$ cat src/rtl/uart_pkg.sv
// Shared definitions for the configurable UART receiver: parity modes,
// receiver state encoding and elaboration-time sizing helpers.
package uart_pkg;

    localparam int PAR_NONE = 0;
    localparam int PAR_EVEN = 1;
    localparam int PAR_ODD  = 2;

    typedef enum logic [2:0] {
        ST_IDLE      = 3'd0,
        ST_START     = 3'd1,
        ST_DATA      = 3'd2,
        ST_PARITY    = 3'd3,
        ST_STOP      = 3'd4,
        ST_PUSH      = 3'd5,
        ST_WAIT_HIGH = 3'd6
    } rx_state_t;

    // One FIFO entry carries {break, ferr, perr, data}
    function automatic int entry_width(input int data_bits);
        return data_bits + 3;
    endfunction

    // Clocks per oversample tick; never below one so the tick always fires
    function automatic int prescale(input int clk_freq, input int baud_rate, input int oversample);
        int p;
        p = clk_freq / (baud_rate * oversample);
        return (p < 1) ? 1 : p;
    endfunction

endpackage

$ cat src/rtl/uart_rx_fifo.sv
// Generic synchronous first-word-fall-through FIFO. The head entry is
// presented on o_rdata whenever the FIFO is not empty and reads as zero
// when empty. Pointers carry an extra wrap bit to tell full from empty.
module uart_rx_fifo
#(
    parameter int WIDTH = 11,
    parameter int DEPTH = 4
) (
    input  logic             clk,
    input  logic             rst_n,
    input  logic             i_push,
    input  logic [WIDTH-1:0] i_wdata,
    output logic             o_full,
    input  logic             i_pop,
    output logic [WIDTH-1:0] o_rdata,
    output logic             o_empty
);

    localparam int AW = $clog2(DEPTH);

    logic [WIDTH-1:0] r_mem [DEPTH];
    logic [AW:0]      r_wptr;
    logic [AW:0]      r_rptr;
    logic             w_empty;
    logic             w_full;
    logic             w_do_pop;
    logic             w_do_push;

    assign w_empty   = (r_wptr == r_rptr);
    assign w_full    = (r_wptr[AW] != r_rptr[AW]) && (r_wptr[AW-1:0] == r_rptr[AW-1:0]);
    assign w_do_pop  = i_pop & ~w_empty;
    // A push into a full FIFO is accepted only when the head leaves in the same cycle
    assign w_do_push = i_push & (~w_full | w_do_pop);

    // Read and write pointer advance
    always_ff @(posedge clk or negedge rst_n) begin
        if (!rst_n) begin
            r_wptr <= '0;
            r_rptr <= '0;
        end else begin
            if (w_do_push) begin
                r_wptr <= r_wptr + (AW+1)'(1);
            end
            if (w_do_pop) begin
                r_rptr <= r_rptr + (AW+1)'(1);
            end
        end
    end

    // Storage write; contents need no reset because emptiness gates the output
    always_ff @(posedge clk) begin
        if (w_do_push) begin
            r_mem[r_wptr[AW-1:0]] <= i_wdata;
        end
    end

    assign o_rdata = w_empty ? '0 : r_mem[r_rptr[AW-1:0]];
    assign o_full  = w_full;
    assign o_empty = w_empty;

endmodule

$ cat src/rtl/uart_rx_cfg.sv
// Configurable oversampling UART receiver with 3-sample majority vote,
// optional parity, 1 or 2 stop bits, break detection and a small FWFT
// receive FIFO with a sticky overrun flag.
module uart_rx_cfg
    import uart_pkg::*;
#(
    parameter int CLK_FREQ   = 25000000,
    parameter int BAUD_RATE  = 115200,
    parameter int OVERSAMPLE = 16,
    parameter int DATA_BITS  = 8,
    parameter int PARITY     = 0,
    parameter int STOP_BITS  = 1,
    parameter int FIFO_DEPTH = 4
) (
    input  logic                 clk,
    input  logic                 rst_n,
    input  logic                 pad,
    output logic [DATA_BITS-1:0] rd_data,
    output logic                 rd_perr,
    output logic                 rd_ferr,
    output logic                 rd_break,
    output logic                 rd_valid,
    input  logic                 rd_ready,
    output logic                 overrun,
    input  logic                 clr_overrun,
    output logic                 busy
);

    localparam int PRESCALE = prescale(CLK_FREQ, BAUD_RATE, OVERSAMPLE);
    localparam int PW       = (PRESCALE > 1) ? $clog2(PRESCALE) : 1;
    localparam int SW       = $clog2(OVERSAMPLE);
    localparam int MID      = OVERSAMPLE / 2;
    localparam int BW       = $clog2(DATA_BITS);
    localparam int EW       = entry_width(DATA_BITS);

    localparam logic [PW-1:0] PRE_LAST  = PW'(PRESCALE - 1);
    localparam logic [SW-1:0] S_LAST    = SW'(OVERSAMPLE - 1);
    localparam logic [SW-1:0] S_VOTE0   = SW'(MID - 1);
    localparam logic [SW-1:0] S_VOTE1   = SW'(MID);
    localparam logic [SW-1:0] S_RESOLVE = SW'(MID + 1);
    localparam logic [BW-1:0] DATA_LAST = BW'(DATA_BITS - 1);
    localparam logic [BW-1:0] STOP_LAST = BW'(STOP_BITS - 1);
    localparam logic          ODD_SEL   = (PARITY == PAR_ODD);
    localparam logic          HAS_PAR   = (PARITY != PAR_NONE);

    // Input conditioning
    logic r_sync1;
    logic r_sync2;
    logic r_hist;
    logic w_start_edge;

    // Bit timing
    logic [PW-1:0] r_pre;
    logic [SW-1:0] r_scnt;
    logic          w_tick;
    logic          w_res_tick;
    logic          w_end_tick;
    logic          r_s0;
    logic          r_s1;
    logic          w_maj;

    // Character assembly
    rx_state_t            r_state;
    logic [BW-1:0]        r_bitcnt;
    logic [DATA_BITS-1:0] r_shift;
    logic                 r_parbit;
    logic                 r_ferr;
    logic                 w_perr;
    logic                 w_brk;

    // FIFO side
    logic          w_push;
    logic [EW-1:0] w_wdata;
    logic [EW-1:0] w_rdata;
    logic          w_full;
    logic          w_empty;
    logic          w_pop;
    logic          r_overrun;

    // Two-flop synchroniser for the asynchronous pad, plus one history flop for edge detection
    always_ff @(posedge clk or negedge rst_n) begin
        if (!rst_n) begin
            r_sync1 <= 1'b1;
            r_sync2 <= 1'b1;
            r_hist  <= 1'b1;
        end else begin
            r_sync1 <= pad;
            r_sync2 <= r_sync1;
            r_hist  <= r_sync2;
        end
    end

    assign w_start_edge = (r_state == ST_IDLE) & r_hist & ~r_sync2;

    assign w_tick     = (r_pre == PRE_LAST);
    assign w_res_tick = w_tick & (r_scnt == S_RESOLVE);
    assign w_end_tick = w_tick & (r_scnt == S_LAST);

    // Prescaler and per-bit sample counter, both realigned to the start edge
    always_ff @(posedge clk or negedge rst_n) begin
        if (!rst_n) begin
            r_pre  <= '0;
            r_scnt <= '0;
        end else if (w_start_edge) begin
            r_pre  <= '0;
            r_scnt <= '0;
        end else begin
            r_pre <= w_tick ? '0 : r_pre + PW'(1);
            if (w_tick) begin
                r_scnt <= (r_scnt == S_LAST) ? '0 : r_scnt + SW'(1);
            end
        end
    end

    // Capture the first two of the three mid-bit votes; the third is taken live on resolve
    always_ff @(posedge clk or negedge rst_n) begin
        if (!rst_n) begin
            r_s0 <= 1'b1;
            r_s1 <= 1'b1;
        end else if (w_tick) begin
            if (r_scnt == S_VOTE0) begin
                r_s0 <= r_sync2;
            end
            if (r_scnt == S_VOTE1) begin
                r_s1 <= r_sync2;
            end
        end
    end

    assign w_maj = (r_s0 & r_s1) | (r_s0 & r_sync2) | (r_s1 & r_sync2);

    // Receiver FSM: frames the character and collects its status bits
    always_ff @(posedge clk or negedge rst_n) begin
        if (!rst_n) begin
            r_state  <= ST_IDLE;
            r_bitcnt <= '0;
            r_shift  <= '0;
            r_parbit <= 1'b0;
            r_ferr   <= 1'b0;
        end else begin
            case (r_state)
                ST_IDLE: begin
                    if (w_start_edge) begin
                        r_state  <= ST_START;
                        r_bitcnt <= '0;
                        r_parbit <= 1'b0;
                        r_ferr   <= 1'b0;
                    end
                end
                ST_START: begin
                    // A start bit that reads high at mid-bit was a glitch
                    if (w_res_tick && w_maj) begin
                        r_state <= ST_IDLE;
                    end else if (w_end_tick) begin
                        r_state <= ST_DATA;
                    end
                end
                ST_DATA: begin
                    if (w_res_tick) begin
                        r_shift <= {w_maj, r_shift[DATA_BITS-1:1]};
                    end
                    if (w_end_tick) begin
                        if (r_bitcnt == DATA_LAST) begin
                            r_bitcnt <= '0;
                            r_state  <= HAS_PAR ? ST_PARITY : ST_STOP;
                        end else begin
                            r_bitcnt <= r_bitcnt + BW'(1);
                        end
                    end
                end
                ST_PARITY: begin
                    if (w_res_tick) begin
                        r_parbit <= w_maj;
                    end
                    if (w_end_tick) begin
                        r_state <= ST_STOP;
                    end
                end
                ST_STOP: begin
                    // Leave at mid-point of the last stop bit so a back-to-back start edge is seen
                    if (w_res_tick) begin
                        if (!w_maj) begin
                            r_ferr <= 1'b1;
                        end
                        if (r_bitcnt == STOP_LAST) begin
                            r_state <= ST_PUSH;
                        end
                    end
                    if (w_end_tick) begin
                        r_bitcnt <= r_bitcnt + BW'(1);
                    end
                end
                ST_PUSH: begin
                    // After a framing error the line may still be low; wait for it to recover
                    r_state <= r_ferr ? ST_WAIT_HIGH : ST_IDLE;
                end
                ST_WAIT_HIGH: begin
                    if (r_sync2) begin
                        r_state <= ST_IDLE;
                    end
                end
                default: begin
                    r_state <= ST_IDLE;
                end
            endcase
        end
    end

    assign w_perr  = HAS_PAR & (((^r_shift) ^ r_parbit) != ODD_SEL);
    assign w_brk   = r_ferr & (r_shift == '0) & (~r_parbit | ~HAS_PAR);
    assign w_push  = (r_state == ST_PUSH);
    assign w_wdata = {w_brk, r_ferr, w_perr, r_shift};
    assign w_pop   = ~w_empty & rd_ready;

    uart_rx_fifo #(
        .WIDTH (EW),
        .DEPTH (FIFO_DEPTH)
    ) u_fifo (
        .clk     (clk),
        .rst_n   (rst_n),
        .i_push  (w_push),
        .i_wdata (w_wdata),
        .o_full  (w_full),
        .i_pop   (w_pop),
        .o_rdata (w_rdata),
        .o_empty (w_empty)
    );

    // Sticky overrun: a new drop in the same cycle as a clear keeps the flag set
    always_ff @(posedge clk or negedge rst_n) begin
        if (!rst_n) begin
            r_overrun <= 1'b0;
        end else if (w_push && w_full && !w_pop) begin
            r_overrun <= 1'b1;
        end else if (clr_overrun) begin
            r_overrun <= 1'b0;
        end
    end

    assign rd_data  = w_rdata[DATA_BITS-1:0];
    assign rd_perr  = w_rdata[DATA_BITS];
    assign rd_ferr  = w_rdata[DATA_BITS+1];
    assign rd_break = w_rdata[DATA_BITS+2];
    assign rd_valid = ~w_empty;
    assign overrun  = r_overrun;
    assign busy     = (r_state != ST_IDLE);

endmodule

$ cat config.mk
export PLATFORM = sky130hd
export DESIGN_NAME = uart_rx_cfg
export DESIGN_NICKNAME = d
export VERILOG_FILES = /design/src/rtl/uart_pkg.sv /design/src/rtl/uart_rx_fifo.sv /design/src/rtl/uart_rx_cfg.sv
export SDC_FILE = /design/constraint.sdc
export NUM_CORES = 1
export LEC_CHECK = 0
export CORE_MARGIN = 10
export CORE_UTILIZATION = 44
export DETAILED_ROUTE_END_ITERATION = 8
export MAX_ROUTING_LAYER = met4
export PLACE_DENSITY = 0.61
export SYNTH_ARGS = -nofsm -noshare
export SYNTH_HDL_FRONTEND = slang
export SYNTH_HIERARCHICAL = 1
export SYNTH_SLANG_ARGS = --single-unit
$ cat constraint.sdc
create_clock -name clk -period 6.2 [get_ports clk]
set_input_delay 0.62 -clock clk [delete_from_list [all_inputs] [get_ports clk]]
set_output_delay 0.62 -clock clk [all_outputs]
set_load 0.01 [all_outputs]
==> run summary <==
First-pass GRT wire length: 10,100 µm
Setup TNS: 0 ns
CTS tree: built
Main flop type after synthesis: edfxtp_1
Hold Crit Endpoint: r_sync2$_DFF_PN1_
Sequential fraction of the synthesis area: 61.5%
Share of cells above drive strength 1: 18.5%
Gr usage total: 11.2%
CP arrival: 2.56 ns
Reg2reg end: u_fifo/r_mem[0][6]$_DFFE_PP_
Register bit total from synthesis: 79
Vias: 1,964
Final core utilization: 51.9%
Max transition margin: 44.6%
Buf/Inv on CP: 2
Pwr dens: 246 nW/µm²
Core area: 7810 µm²
Vias in the first global route: 2,020
FF-to-FF setup slack: 3.12 ns
# port buffers: 18
Mapped cell area: 3580 µm²
Max-slew violation count: 0
Asr flop ratio synth: 44.3%
RSZ-0062 raised after global routing: no
Die ar.: 12,200 µm²
H-tree depth: 3
Post_cts resized: 0
Die X-Extent: 110 µm
P_sw: 0.219 mW
Worst Setup Path Type: reg2out
GR Overflow Total: 0
Critical path's slowest cell: dfrtp_1
Max cap viols: 0
Die Y-Extent: 110 µm
Peak VDD IR: 0.144 mV
Total leakage power: 1.63 nW
Largest net degree at the start of global routing: 36
Outcome: finished clean
Area delta synth->final: 13.0%
Num ports: 19
# DRC: 0
Number of buffers inserted during clock tree synthesis: 9
Final Hold Viols: 0
DP Area: 3870 µm²
Flop pwr share: 59.0%
CP Launch Type: flop
Antenna cells: 0
CTS sink cnt: 79
Reg2reg start: u_fifo/r_rptr[0]$_DFFE_PN0P_
Worst Hold Launch: r_sync1$_DFF_PN1_
Crit-path cells: xor2_2, nor3_1, buf_4, nor2b_1, clkdlybuf4s50_1
Worst slew pin tran: 0.831 ns
Post-route minimum period: 3.18 ns
Clk_skew: 0.0111 ns
Initial antenna violation count: 0
HP Class: reg2reg
Post-route ant nets: 0
Syn Area/Cell: 14.7 µm²
Period utilization: 51.3%
DR WL/cell: 15.9 µm
Synthesized netlist cell count: 244
Worst setup margin: 3.02 ns
Worst hold path stage count: 0
CP delay by family, top: flip-flops
Nets: 288
Clock power frac: 35.4%
Vias per cell: 5.21
Max clock buf depth: 2
Worst r2r path cells: 6
GPL Wtd Cong: 0.781
Worst EP required: 5.58 ns
Worst skew pair latency: 0.34 ns
Initial Utilization: 45.9%
Crit path from: u_fifo/r_rptr[0]$_DFFE_PN0P_
Cell internal pwr: 0.779 mW
CTS Hold Bufs: 0
Net Sw Frac: 21.9%
Cell row count: 32
Largest stage delay, worst path: 0.89 ns
Peak Freq: 314 MHz
Final setup viols: 0
Gate power share: 5.6%
Fill count: 680
Worst-path clk slew: 0.07 ns
Setup Fix Bufs, Post-CTS: 0
Max FO, Critical Path: 14
EDFF count, synth: 44
Synth unique cells: 49
Initial drt markers: 72
Pre-Repair DR Iteration Count: 4
CTS root buf: clkbuf_8
WL final: 5980 µm
Dpl ws: 3.05 ns
YS warnings: 6
Post-route cell area: 4050 µm²
Hpwl dp: 4180 µm
Critical Path End Type: output pin
## how the worst max path moves through the flow
stage | slack (ns) | endpoint | cells after the start
finish | 3.02 | rd_data[6] | 5
detailed placement | 3.05 | u_fifo/r_mem[0][8]$_DFFE_PP_ | 6
CTS | 2.92 | rd_data[5] | 5
global route | 2.72 | rd_data[5] | 5
floorplan | 3.75 | u_fifo/r_mem[0][0]$_DFFE_PP_ | 6
global placement | 3.17 | u_fifo/r_mem[0][8]$_DFFE_PP_ | 6
## through the flow
stage          instances  power (mW)  hold WS, ns
2_1_floorplan        247       0.636        0.324
3_3_place_gp         361       0.655        0.350
3_5_place_dp         361       0.657        0.348
4_1_cts              377        1.01        0.360
5_1_grt              377        1.05        0.361
6_report             377       0.998        0.357
## synth_stat cells, drive strengths merged, types with 2 or more instances
master  number  area (µm²)
xor2         5        58.8
mux2        15         169
buf          6        32.5
nor2b       17         114
nor4         2        12.5
a22o         2        17.5
nand3        9        50.1
o41ai        2        25.0
nand2b       4        25.0
nor3         7        46.3
or3          2        12.5
dfrtp       30         751
and2         2        12.5
mux4        11         248
inv         12        45.0
a21oi        7        35.0
edfxtp      44        1320
nor2         6        22.5
dfstp        5         131
o21ai        5        25.0
xnor2        6        52.6
nand2        9        33.8
nor3b        2        26.3
and3         5        31.3
ha          13         163
## cell usage in the layout, fill, tap and decap left out, types with 7 or more instances in the layout
| master | instances |
|---|---|
| dfrtp_1 | 30 |
| mux2_2 | 13 |
| inv_1 | 12 |
| clkbuf_8 | 9 |
| a21oi_1 | 7 |
| mux4_2 | 11 |
| nor2b_1 | 16 |
| ha_1 | 13 |
| edfxtp_1 | 44 |
| nand2_1 | 9 |
| clkdlybuf4s50_1 | 17 |
| nand3_1 | 8 |
## power groups by stage
stage	registers (mW)	logic, mW	clock network [mW]
3_3_place_gp	0.599	0.0556	0
3_5_place_dp	0.599	0.0571	0
4_1_cts	0.589	0.0574	0.365
5_1_grt	0.592	0.0672	0.392
6_report	0.589	0.0559	0.353
2_1_floorplan	0.593	0.0432	0
## cell type report
| type | instances | area [µm²] | area share [%] |
|---|---|---|---|
| sequential | 79 | 2200 | 54.4 |
| multi-input combinational | 149 | 1310 | 32.3 |
| timing repair buffer | 19 | 183 | 4.51 |
| clock buffer | 11 | 131 | 3.24 |
| tap | 102 | 128 | 3.15 |
| clock inverter | 5 | 50.0 | 1.24 |
| inverter | 12 | 45.0 | 1.11 |
## flip-flops by register name (all words and copies together) (netlist names)
register	cells
r_sync2	1
r_shift	8
r_ferr	1
u_fifo/r_mem	44
r_sync1	1
r_s0	1
r_s1	1
r_scnt	4
u_fifo/r_rptr	3
u_fifo/r_wptr	3
r_state	3
r_pre	4
r_hist	1
r_bitcnt	3
overrun	1
## kinds of logic (layout without fill, tap and decap cells)
| family | Yosys count | in the layout | share of synthesized area [%] |
|---|---|---|---|
| other cells | 1 | 4 | 0.105 |
| simple gates | 68 | 68 | 11.4 |
| mux | 26 | 26 | 11.6 |
| compound gates | 26 | 26 | 5.17 |
| xor+xnor | 11 | 11 | 3.11 |
| fa+ha+maj | 14 | 14 | 4.82 |
| buf+inv | 19 | 47 | 2.27 |
| flops | 79 | 79 | 61.5 |
## layer usage
metal / vias up / routed length (µm) / global-route usage [%]
li1: 943 / - / -
met1: 988 / 2750 / 13.5
met2: 29 / 2920 / 17.7
met3: 4 / 270 / 4.00
met4: 0 / 39 / 3.03
met5: - / 0 / -
(Power assumes the default switching activity.)
